--- config.mk ---
export PLATFORM = sky130hd
export DESIGN_NAME = imm_gen_pipe
export DESIGN_NICKNAME = d
export VERILOG_FILES = /design/src/rtl/imm_gen_pipe.sv
export SDC_FILE = /design/constraint.sdc
export NUM_CORES = 1
export LEC_CHECK = 0
export ABC_AREA = 1
export CAP_MARGIN = 20
export CORE_ASPECT_RATIO = 0.7
export CORE_MARGIN = 1.5
export CORE_UTILIZATION = 44
export CTS_CLUSTER_SIZE = 20
export DETAILED_ROUTE_END_ITERATION = 8
export HOLD_SLACK_MARGIN = 0.06
export PLACE_DENSITY = 0.75
export SETUP_SLACK_MARGIN = 0.5
export SYNTH_ARGS = -nofsm -noshare
export SYNTH_HDL_FRONTEND = slang
export SYNTH_SLANG_ARGS = --single-unit
--- constraint.sdc ---
create_clock -name i_clk -period 2.25 [get_ports i_clk]
set_input_delay 0.45 -clock i_clk [delete_from_list [all_inputs] [get_ports i_clk]]
set_output_delay 0.45 -clock i_clk [all_outputs]
set_load 0.1 [all_outputs]
--- src/rtl/imm_gen_pipe.sv ---
// ============================================================================
// Module      : imm_gen_pipe
// Description : Two-stage valid/ready pipeline that extracts and sign-extends
//               RISC-V immediates (I/S/B/J/U). Optional CSR zimm decode for
//               immsrc 101 is enabled by defining IMM_GEN_ZIMM_EN.
// Revision    : 1.0 - initial release
// ============================================================================
`default_nettype none

module imm_gen_pipe #(
  parameter int XLEN  = 32,
  parameter int TAG_W = 5
) (
  input  logic             i_clk,
  input  logic             i_rst,
  input  logic             i_flush,
  input  logic             i_valid,
  output logic             o_ready,
  input  logic [24:0]      i_instr,
  input  logic [2:0]       i_immsrc,
  input  logic [TAG_W-1:0] i_tag,
  output logic             o_valid,
  input  logic             i_ready,
  output logic [XLEN-1:0]  o_imm,
  output logic [TAG_W-1:0] o_tag,
  output logic             o_illegal
);

  localparam logic [2:0] C_SRC_I    = 3'b000;
  localparam logic [2:0] C_SRC_S    = 3'b001;
  localparam logic [2:0] C_SRC_B    = 3'b010;
  localparam logic [2:0] C_SRC_J    = 3'b011;
  localparam logic [2:0] C_SRC_U    = 3'b100;
`ifdef IMM_GEN_ZIMM_EN
  localparam logic [2:0] C_SRC_ZIMM = 3'b101;
`endif

  // Stage A: raw instruction fields
  logic             valid_a_q, valid_a_d;
  logic [24:0]      instr_a_q, instr_a_d;
  logic [2:0]       src_a_q,   src_a_d;
  logic [TAG_W-1:0] tag_a_q,   tag_a_d;

  // Stage B: decoded result
  logic             valid_b_q, valid_b_d;
  logic [XLEN-1:0]  imm_b_q,   imm_b_d;
  logic [TAG_W-1:0] tag_b_q,   tag_b_d;
  logic             ill_b_q,   ill_b_d;

  logic             w_adv_b;
  logic             w_accept;
  logic [XLEN-1:0]  w_dec_imm;
  logic             w_dec_ill;

  assign w_adv_b  = !valid_b_q || i_ready;
  assign o_ready  = !valid_a_q || w_adv_b;
  assign w_accept = i_valid && o_ready;

  // instr_a_q holds instruction bits [31:7], so instruction bit k is index k-7.
  always_comb begin
    w_dec_imm = '0;
    w_dec_ill = 1'b0;
    case (src_a_q)
      C_SRC_I: w_dec_imm = XLEN'($signed(instr_a_q[24:13]));
      C_SRC_S: w_dec_imm = XLEN'($signed({instr_a_q[24:18], instr_a_q[4:0]}));
      C_SRC_B: w_dec_imm = XLEN'($signed({instr_a_q[24], instr_a_q[0],
                                          instr_a_q[23:18], instr_a_q[4:1], 1'b0}));
      C_SRC_J: w_dec_imm = XLEN'($signed({instr_a_q[24], instr_a_q[12:5],
                                          instr_a_q[13], instr_a_q[23:14], 1'b0}));
      C_SRC_U: w_dec_imm = XLEN'($signed({instr_a_q[24:5], 12'b0}));
`ifdef IMM_GEN_ZIMM_EN
      C_SRC_ZIMM: w_dec_imm = XLEN'(instr_a_q[12:8]);
`endif
      default: w_dec_ill = 1'b1;
    endcase
  end

  always_comb begin
    valid_a_d = valid_a_q;
    instr_a_d = instr_a_q;
    src_a_d   = src_a_q;
    tag_a_d   = tag_a_q;
    if (i_flush) begin
      valid_a_d = 1'b0;
    end else if (o_ready) begin
      valid_a_d = i_valid;
      if (w_accept) begin
        instr_a_d = i_instr;
        src_a_d   = i_immsrc;
        tag_a_d   = i_tag;
      end
    end
  end

  always_comb begin
    valid_b_d = valid_b_q;
    imm_b_d   = imm_b_q;
    tag_b_d   = tag_b_q;
    ill_b_d   = ill_b_q;
    if (i_flush) begin
      valid_b_d = 1'b0;
    end else if (w_adv_b) begin
      valid_b_d = valid_a_q;
      if (valid_a_q) begin
        imm_b_d = w_dec_imm;
        tag_b_d = tag_a_q;
        ill_b_d = w_dec_ill;
      end
    end
  end

  always_ff @(posedge i_clk or posedge i_rst) begin
    if (i_rst) begin
      valid_a_q <= 1'b0;
      instr_a_q <= '0;
      src_a_q   <= '0;
      tag_a_q   <= '0;
      valid_b_q <= 1'b0;
      imm_b_q   <= '0;
      tag_b_q   <= '0;
      ill_b_q   <= 1'b0;
    end else begin
      valid_a_q <= valid_a_d;
      instr_a_q <= instr_a_d;
      src_a_q   <= src_a_d;
      tag_a_q   <= tag_a_d;
      valid_b_q <= valid_b_d;
      imm_b_q   <= imm_b_d;
      tag_b_q   <= tag_b_d;
      ill_b_q   <= ill_b_d;
    end
  end

  assign o_valid   = valid_b_q;
  assign o_imm     = imm_b_q;
  assign o_tag     = tag_b_q;
  assign o_illegal = ill_b_q;

endmodule

`default_nettype wire

==> flow_metrics.env, run 1 <==
export IMPL_status="completed"
export IMPL_clk_latency_ns=0.34
export IMPL_critPathMaxStageDelay_ns=0.47
export IMPL_initialDrtViolationCount=127
export IMPL_setup_violations=0
export IMPL_crit_type="reg -> out"
export IMPL_synth_seq_cells=73
export IMPL_p_int_uw=2430
export IMPL_clk_pin_slew_ns=0.07
export IMPL_grt_total_usage=0.204
export IMPL_h_tree_depth=3
export IMPL_start_kind="flop"
export IMPL_r2r_end="o_illegal"
export IMPL_p_sw_uw=2010
export IMPL_seq_area_frac_synth=0.579
export IMPL_cts_buffers=9
export IMPL_crit_cells=4
export IMPL_hold_class="in -> async"
export IMPL_drc=0
export IMPL_dp_hpwl_mm=4.90
export IMPL_crit_start="o_valid"
export IMPL_power_leakage_uw=0.00228
export IMPL_yosys_warnings=0
export IMPL_syn_area_mm2=0.00316
export IMPL_fin_crit_sh=0.739
export IMPL_synth_top_cells_by_count="nand2_1 (166), dfrtp_1 (73), inv_1 (36)"
export IMPL_antenna_found_initial=0
export IMPL_crit_end="o_ready"
export IMPL_r2r_start="o_valid"
export IMPL_synthDistinctLibCells=24
export IMPL_synth_top_area_share=0.579
export IMPL_synthArstFlopShare=1.00
export IMPL_r2r_slack_ns=0.70
export IMPL_combPwrFrac=0.403
export IMPL_grt_first_pass_wirelength_mm=12.1
export IMPL_fin_area_mm2=0.00416
export IMPL_grt_pass1_vias=2642
export IMPL_syn_area_per_cell_um2=8.33
export IMPL_maxCapViolCount=0
export IMPL_start_util=0.461
export IMPL_synth_edff_count=0
export IMPL_tightest_slew_ns=0.412
export IMPL_routedWlPerCell_um=12.8
export IMPL_cp_required_ns=1.80
export IMPL_postRouteAntennaNets=0
export IMPL_core_rowCount=25
export IMPL_ys_flop_type="dfrtp_1"
export IMPL_slowest_stage="dfrtp_4"
export IMPL_fp_dieH_um=73.9
export IMPL_place_area_mm2=0.00392
export IMPL_portBuffers=77
export IMPL_peakVddDrop_mv=0.648
export IMPL_cts_tree="yes"
export IMPL_critPathTopFamily="flip-flops"
export IMPL_die_x_um=104
export IMPL_clock_path_buffers=2
export IMPL_cts_root_buf="clkbuf_8"
export IMPL_antennaDiodeCount=0
export IMPL_overflow=0
export IMPL_fill_cells=618
export IMPL_clock_skew_ns=0.00774
export IMPL_die_area_mm2=0.00770
export IMPL_dr_pass1_iters=4
export IMPL_syn2layout_area_growth_pct=31.7
export IMPL_ctsHoldBuffers=0
export IMPL_ios=78
export IMPL_via_per_inst=4.73
export IMPL_ys_top_cells_by_area="dfrtp_1 (58%), nand2_1 (20%), inv_1 (4.3%)"
export IMPL_hold_viol=0
export IMPL_path_buf_inv=2
export IMPL_final_min_clock_period_ns=1.66
export IMPL_synth_top_cell_by_area="dfrtp_1"
export IMPL_end_kind="output pin"
export IMPL_synth_nets=417
export IMPL_yosysMostFrequentCell="nand2_1"
export IMPL_maxSlewHeadroom=0.725
export IMPL_grt_max_degree=42
export IMPL_timing_critical_path_cells="inv_1 > nor2_4 > nand2_4 > buf_12"
export IMPL_r2r_cells=7
export IMPL_synth_cells=379
export IMPL_rsz0062_at_grt="no"
export IMPL_netSwitchingFraction=0.453
export IMPL_p_per_area_mw_per_mm2=1070
export IMPL_seq_power_share=0.377
export IMPL_drive_above_1_share=0.170
export IMPL_final_nets=497
export IMPL_core_area_mm2=0.00685
export IMPL_clockPowerShare=0.219
export IMPL_setup_tns_ns=0
export IMPL_cp_arrival_ns=1.21
export IMPL_dr_total_vias=2641
export IMPL_drv_slew=0
export IMPL_place_congestion=0.826
export IMPL_final_cells=558
export IMPL_dp_cells=538
export IMPL_max_freq_mhz=601
export IMPL_cts_sinks=73
export IMPL_wl_mm=7.13
export IMPL_crit_fanout=3
power by group through the flow:
stage | clock network, uW | registers, uW | logic (uW)
6_report | 975 | 1680 | 1790
5_1_grt | 1050 | 1710 | 1890
4_1_cts | 1000 | 1670 | 1800
3_5_place_dp | 0 | 1700 | 1780
3_3_place_gp | 0 | 1690 | 1760
2_1_floorplan | 0 | 2700 | 351
logic make-up (layout without fill, tap and decap cells):
logic type,count (synthesis),in the layout,share of synthesized area
AND/OR/NAND/NOR,206,206,0.265
flip-flops,73,73,0.579
buffers and inverters,56,141,0.0828
AO/OA/AOI/OAI,44,44,0.0733
how the worst min path moves through the flow:
stage | to | slack (ns) | from
floorplan | o_tag[4] | 0.45 | tag_a_q[4]
global placement | o_imm[10] | 0.46 | o_imm[10]
detailed placement | o_tag[4] | 0.46 | o_tag[4]
CTS | o_valid | 0.40 | i_rst
global route | o_valid | 0.41 | i_rst
finish | o_valid | 0.41 | i_rst
metal layers:
layer  GRT usage  routed length [um]  up-vias  part of all wire
met5           0                   0        -                 0
met4      0.0972                  43        0            0.0060
met3      0.0550                 460        4             0.065
met2       0.333                3270       79              0.46
met1       0.257                3350     1225              0.47
li1            -                   -     1333                 -
area by class of cell:
cell class	count	area, um^2	share of cell area
flip-flops and latches	73	1830	0.440
multi-input cells	250	1080	0.260
repair buffers	87	790	0.190
inverters	38	153	0.0367
clock buffers	10	128	0.0307
well taps	94	118	0.0283
clock inverters	6	58.8	0.0141
cells in the final DEF, fill, tap and decap left out, drive strengths merged, types with 2 or more instances in the layout:
cell,n
clkbuf,10
clkinv,5
nor2,16
buf,50
inv,36
nand3,21
nand2,168
o21ai,31
clkdlybuf4s50,36
clkinvlp,2
dfrtp,73
a21oi,10
repair_timing:
action                                  in CTS  in global routing
pin swaps                                    1                  1
endpoints found under the setup margin      18                 35
gates resized for setup                      2                  6
buffers inserted                             4                  0
gates cloned                                 0                  0
registers in the layout, indices dropped and copies added, names as in the netlist:
signal / flops
o_imm: 32
instr_a_q: 25
o_tag: 5
tag_a_q: 5
src_a_q: 3
o_illegal: 1
o_valid: 1
valid_a_q: 1
through the flow:
step | power [uW] | setup WS [ns] | utilization | hold slack, ns
after global routing | 4650 | 0.532 | 0.607 | 0.408
after floorplan | 3050 | 0.556 | - | 0.449
final | 4450 | 0.587 | 0.607 | 0.409
after global placement | 3460 | 0.311 | 0.572 | 0.464
after CTS | 4480 | 0.523 | 0.605 | 0.395
after detailed placement | 3480 | 0.253 | 0.572 | 0.464
Note: power is estimated with default switching activity, not from simulation.
==> run 2: changes to the inputs <==
- CORE_UTILIZATION: 44 -> 49
- PLACE_DENSITY: 0.75 -> 0.79
- clock period: 2.25 -> 1.7 ns (I/O delays scaled with it)
==> flow_metrics.env, run 2 (synthesized netlist as in run 1, its figures left out) <==
export IMPL_largest_register_ffs=32
export IMPL_portBuffers=77
export IMPL_maxSlewHeadroom=0.732
export IMPL_final_min_clock_period_ns=1.74
export IMPL_max_freq_mhz=575
export IMPL_clk_latency_ns=0.36
export IMPL_fin_hold_ws_ns=0.432
export IMPL_core_rowCount=24
export IMPL_dr_total_vias=3726
export IMPL_final_common_cell="nand2_1"
export IMPL_h_tree_depth=3
export IMPL_fill_cells=202
export IMPL_core_area_mm2=0.00622
export IMPL_drv_slew=0
export IMPL_ctsHoldBuffers=0
export IMPL_dr_pass1_iters=8
export IMPL_cts_tree="yes"
export IMPL_antennaDiodeCount=0
export IMPL_clk_pin_slew_ns=0.08
export IMPL_final_nets=546
export IMPL_dp_hpwl_mm=5.26
export IMPL_cp_required_ns=1.94
export IMPL_crit_fanout=8
export IMPL_overflow=0
export IMPL_rsz0062_at_grt="yes"
export IMPL_setup_violations=1
export IMPL_tightest_slew_ns=0.402
export IMPL_regArea_mm2=0.00188
export IMPL_grt_pass1_vias=3201
export IMPL_syn2layout_area_growth_pct=80.7
export IMPL_die_x_um=98.9
export IMPL_routedWlPerCell_um=24.2
export IMPL_clock_path_buffers=2
export IMPL_peakVddDrop_mv=0.978
export IMPL_power_leakage_uw=0.00281
export IMPL_drc=4
export IMPL_hold_viol=0
export IMPL_postRouteAntennaNets=0
export IMPL_cts_root_buf="clkbuf_8"
export IMPL_initialDrtViolationCount=511
export IMPL_cp_arrival_ns=1.98
export IMPL_hold_class="in -> async"
export IMPL_fp_dieH_um=70.2
export IMPL_die_area_mm2=0.00694
export IMPL_placement_setup_worst_slack_ns=0.0427
export IMPL_multi_input_area_mm2=0.00127
export IMPL_p_per_area_mw_per_mm2=1290
export IMPL_worst_slack_ns=-0.0405
export IMPL_grt_total_usage=0.311
export IMPL_ios=78
export IMPL_violations="design-rule violations, negative setup slack"
export IMPL_antenna_found_initial=0
export IMPL_via_per_inst=6.30
export IMPL_place_congestion=0.926
export IMPL_end_kind="flop"
export IMPL_clock_skew_ns=0.00731
export IMPL_wl_mm=14.3
export IMPL_cts_sinks=73
export IMPL_start_kind="flop"
export IMPL_status="finished with violations"
export IMPL_grt_max_degree=74
export IMPL_start_util=0.508
export IMPL_mostFrequentLayoutCells="nand2_1 (138), buf_12 (50), dfrtp_2 (40), clkdlybuf4s50_1 (36), dfrtp_1 (32)"
export IMPL_cts_buffers=9
export IMPL_crit_type="reg -> reg"
export IMPL_fin_crit_sh=1.02
export IMPL_drive_above_1_share=0.423
export IMPL_maxCapViolCount=0
export IMPL_grt_first_pass_wirelength_mm=16.3
[run 2: final timing paths]
path,start,end,slack (ns),cells after the start
worst max register to register,o_valid,instr_a_q[17],-0.04,10
worst min-delay path,i_rst,instr_a_q[20],0.43,3
worst max-delay path,o_valid,instr_a_q[17],-0.04,10
worst min register to register,instr_a_q[7],instr_a_q[7],0.53,2
min in group i_clk,i_ready,o_valid,0.52,4
max in group asynchronous,i_rst,o_imm[27],0.91,3
[run 2: stage by stage]
stage                     instances  instance area, um^2  power [uW]  utilization  setup TNS, ns
after floorplan                 379                 3260        4090            -              0
after global placement          525                 4510        5210        0.725              0
after detailed placement        525                 4510        5270        0.725              0
after CTS                       560                 5160        6840        0.830              0
after global routing            591                 5700        7530        0.918        -0.0439
final                           591                 5700        7380        0.918        -0.0405
[run 2: per-layer routing]
metal,wire (um),GRT usage
met4,893,0.103
met5,0,0
met2,6590,0.507
met3,1760,0.0851
met1,5040,0.406
[run 2: critical path, cell delays in order (launching register included)]
cell and delay (ns):
dfrtp_4 0.44, inv_4 0.04, nor2_4 0.20, nand2_8 0.08, buf_4 0.15, nand3_4 0.07, buf_12 0.17, buf_12 0.13
clkbuf_16 0.14, nand2_1 0.06, o21ai_0 0.14
[run 2: cell type report]
class,instances,area share
Timing Repair Buffer,136,0.365
Tap cell,78,0.0171
Sequential cell,73,0.330
Multi-Input combinational cell,250,0.223
Clock buffer,12,0.0290
Clock inverter,4,0.00877
Inverter,38,0.0274
[run 2: repair_timing]
item                       CTS  global route
setup endpoints to repair  112           112
resized for setup           27            64
gates cloned                 9             9
pin swaps                    3             5
buffers inserted            10            22
hold endpoints to repair     0             0
[run 2: report_power, final]
group	internal [uW]	total (uW)	switching [uW]
combinational	1290	3460	2170
clock	796	1490	693
sequential	2070	2430	366
==> run 3: changes to the inputs <==
- REMOVE_ABC_BUFFERS: not set -> 1
==> flow_metrics.env, run 3 (synthesized netlist as in run 1, its figures left out) <==
export IMPL_status="finished with violations"
export IMPL_violations="design-rule violations"
export IMPL_fp_dieH_um=70.2
export IMPL_initialDrtViolationCount=665
export IMPL_multi_input_area_mm2=0.00145
export IMPL_dr_total_vias=4005
export IMPL_crit_type="reg -> reg"
export IMPL_grt_pass1_vias=3367
export IMPL_cts_sinks=73
export IMPL_dp_cells=526
export IMPL_wl_mm=16.7
export IMPL_clk_latency_ns=0.37
export IMPL_p_per_area_mw_per_mm2=1350
export IMPL_mostFrequentLayoutCells="nand2_1 (142), dfrtp_1 (69), buf_12 (49), buf_4 (47), clkdlybuf4s50_1 (36)"
export IMPL_final_min_clock_period_ns=1.62
export IMPL_end_kind="flop"
export IMPL_hold_class="in -> async"
export IMPL_core_rowCount=24
export IMPL_r2r_start="o_valid"
export IMPL_via_per_inst=6.49
export IMPL_postRouteAntennaNets=0
export IMPL_overflow=0
export IMPL_tightest_slew_ns=0.490
export IMPL_start_util=0.508
export IMPL_drive_above_1_share=0.414
export IMPL_drc=12
export IMPL_clock_skew_ns=0.0158
export IMPL_dp_hpwl_mm=4.98
export IMPL_power_leakage_uw=0.00307
export IMPL_fin_area_mm2=0.00604
export IMPL_placement_setup_worst_slack_ns=-0.146
export IMPL_rsz0062_at_grt="yes"
export IMPL_drv_slew=0
export IMPL_fill_cells=99
export IMPL_dr_pass1_iters=9
export IMPL_die_x_um=98.9
export IMPL_grt_total_usage=0.320
export IMPL_portBuffers=77
export IMPL_place_congestion=0.805
export IMPL_cts_buffers=9
export IMPL_max_freq_mhz=616
export IMPL_maxCapViolCount=0
export IMPL_place_area_mm2=0.00444
export IMPL_final_util=0.972
export IMPL_ctsHoldBuffers=0
export IMPL_final_common_cell="nand2_1"
export IMPL_fin_crit_sh=0.955
export IMPL_cts_tree="yes"
export IMPL_syn2layout_area_growth_pct=91.3
export IMPL_final_nets=571
export IMPL_die_area_mm2=0.00694
export IMPL_setup_violations=0
export IMPL_crit_start="o_valid"
export IMPL_maxSlewHeadroom=0.673
export IMPL_regArea_mm2=0.00183
export IMPL_ios=78
export IMPL_total_power_uw=8160
export IMPL_grt_max_degree=74
export IMPL_peakVddDrop_mv=1.05
export IMPL_cp_required_ns=1.94
export IMPL_hold_viol=0
export IMPL_routedWlPerCell_um=27.1
export IMPL_final_cells=617
export IMPL_antenna_found_initial=1
export IMPL_core_area_mm2=0.00622
export IMPL_worst_slack_ns=0.0773
export IMPL_cp_arrival_ns=1.86
export IMPL_largest_register_ffs=32
export IMPL_clk_pin_slew_ns=0.09
export IMPL_h_tree_depth=3
export IMPL_grt_first_pass_wirelength_mm=16.7
export IMPL_crit_fanout=6
export IMPL_clock_path_buffers=2
export IMPL_start_kind="flop"
export IMPL_cts_root_buf="clkbuf_8"
## run 3: cell count changes in the layout (fill, tap and decap cells not counted), moves of 11 or more
cell     delta
buf_4      +20
dfrtp_1    +37
dfrtp_2    -36
nand2_2    -17
nand2_4    +14
o21ai_1    -11
o21ai_2    +14
## run 3: cell type report
type	count	share of cell area
antenna	1	0.000414
tap	78	0.0162
multi-input combinational	251	0.240
timing repair buffer	156	0.354
inverter	38	0.0284
sequential	73	0.303
clock buffer	9	0.0205
timing repair inverter	4	0.00974
clock inverter	7	0.0276
## run 3: metal layers
layer | GRT usage | vias up | share of wire
met5 | 0 | - | 0
met4 | 0.162 | 0 | 0.099
met3 | 0.101 | 192 | 0.13
met2 | 0.537 | 462 | 0.44
met1 | 0.371 | 1871 | 0.33
li1 | - | 1480 | -
## run 3: timing repair
item,4_1_cts,5_1_grt
gates resized for setup,30,119
gates cloned,7,11
pin swaps,4,4
endpoints found under the setup margin,111,112
setup buffers,28,28
## run 3: critical path, cell delays in order (launching register included)
cell and delay (ns):
dfrtp_1 0.43, inv_2 0.11, nor2_4 0.05, buf_4 0.15
nor2_4 0.14, buf_6 0.12, buf_12 0.20, clkinv_16 0.09
nand2_1 0.10, nand2_1 0.11
## run 3: worst paths after layout
check | endpoint | slack (ns) | cells after the start
max | o_imm[2] | 0.08 | 9
min | o_tag[3] | 0.36 | 3
max reg2reg | o_imm[2] | 0.08 | 9
min reg2reg | instr_a_q[10] | 0.53 | 2
max in group asynchronous | o_imm[21] | 0.99 | 3
min in group i_clk | instr_a_q[10] | 0.53 | 2
## run 3: per-stage QoR
| stage | TNS, ns | hold WS [ns] |
|---|---|---|
| floorplan | -72.85 | 0.450 |
| finish | 0 | 0.360 |
| CTS | 0 | 0.422 |
| global placement | -1.98 | 0.466 |
| detailed placement | -3.84 | 0.478 |
| global route | 0 | 0.422 |
## run 3: where the power goes
part / internal, uW / switching [uW] / leakage [uW]
Sequential: 2030 / 408 / 0.000914
Clock: 1270 / 752 / 0.000140
Combinational: 1380 / 2310 / 0.00202
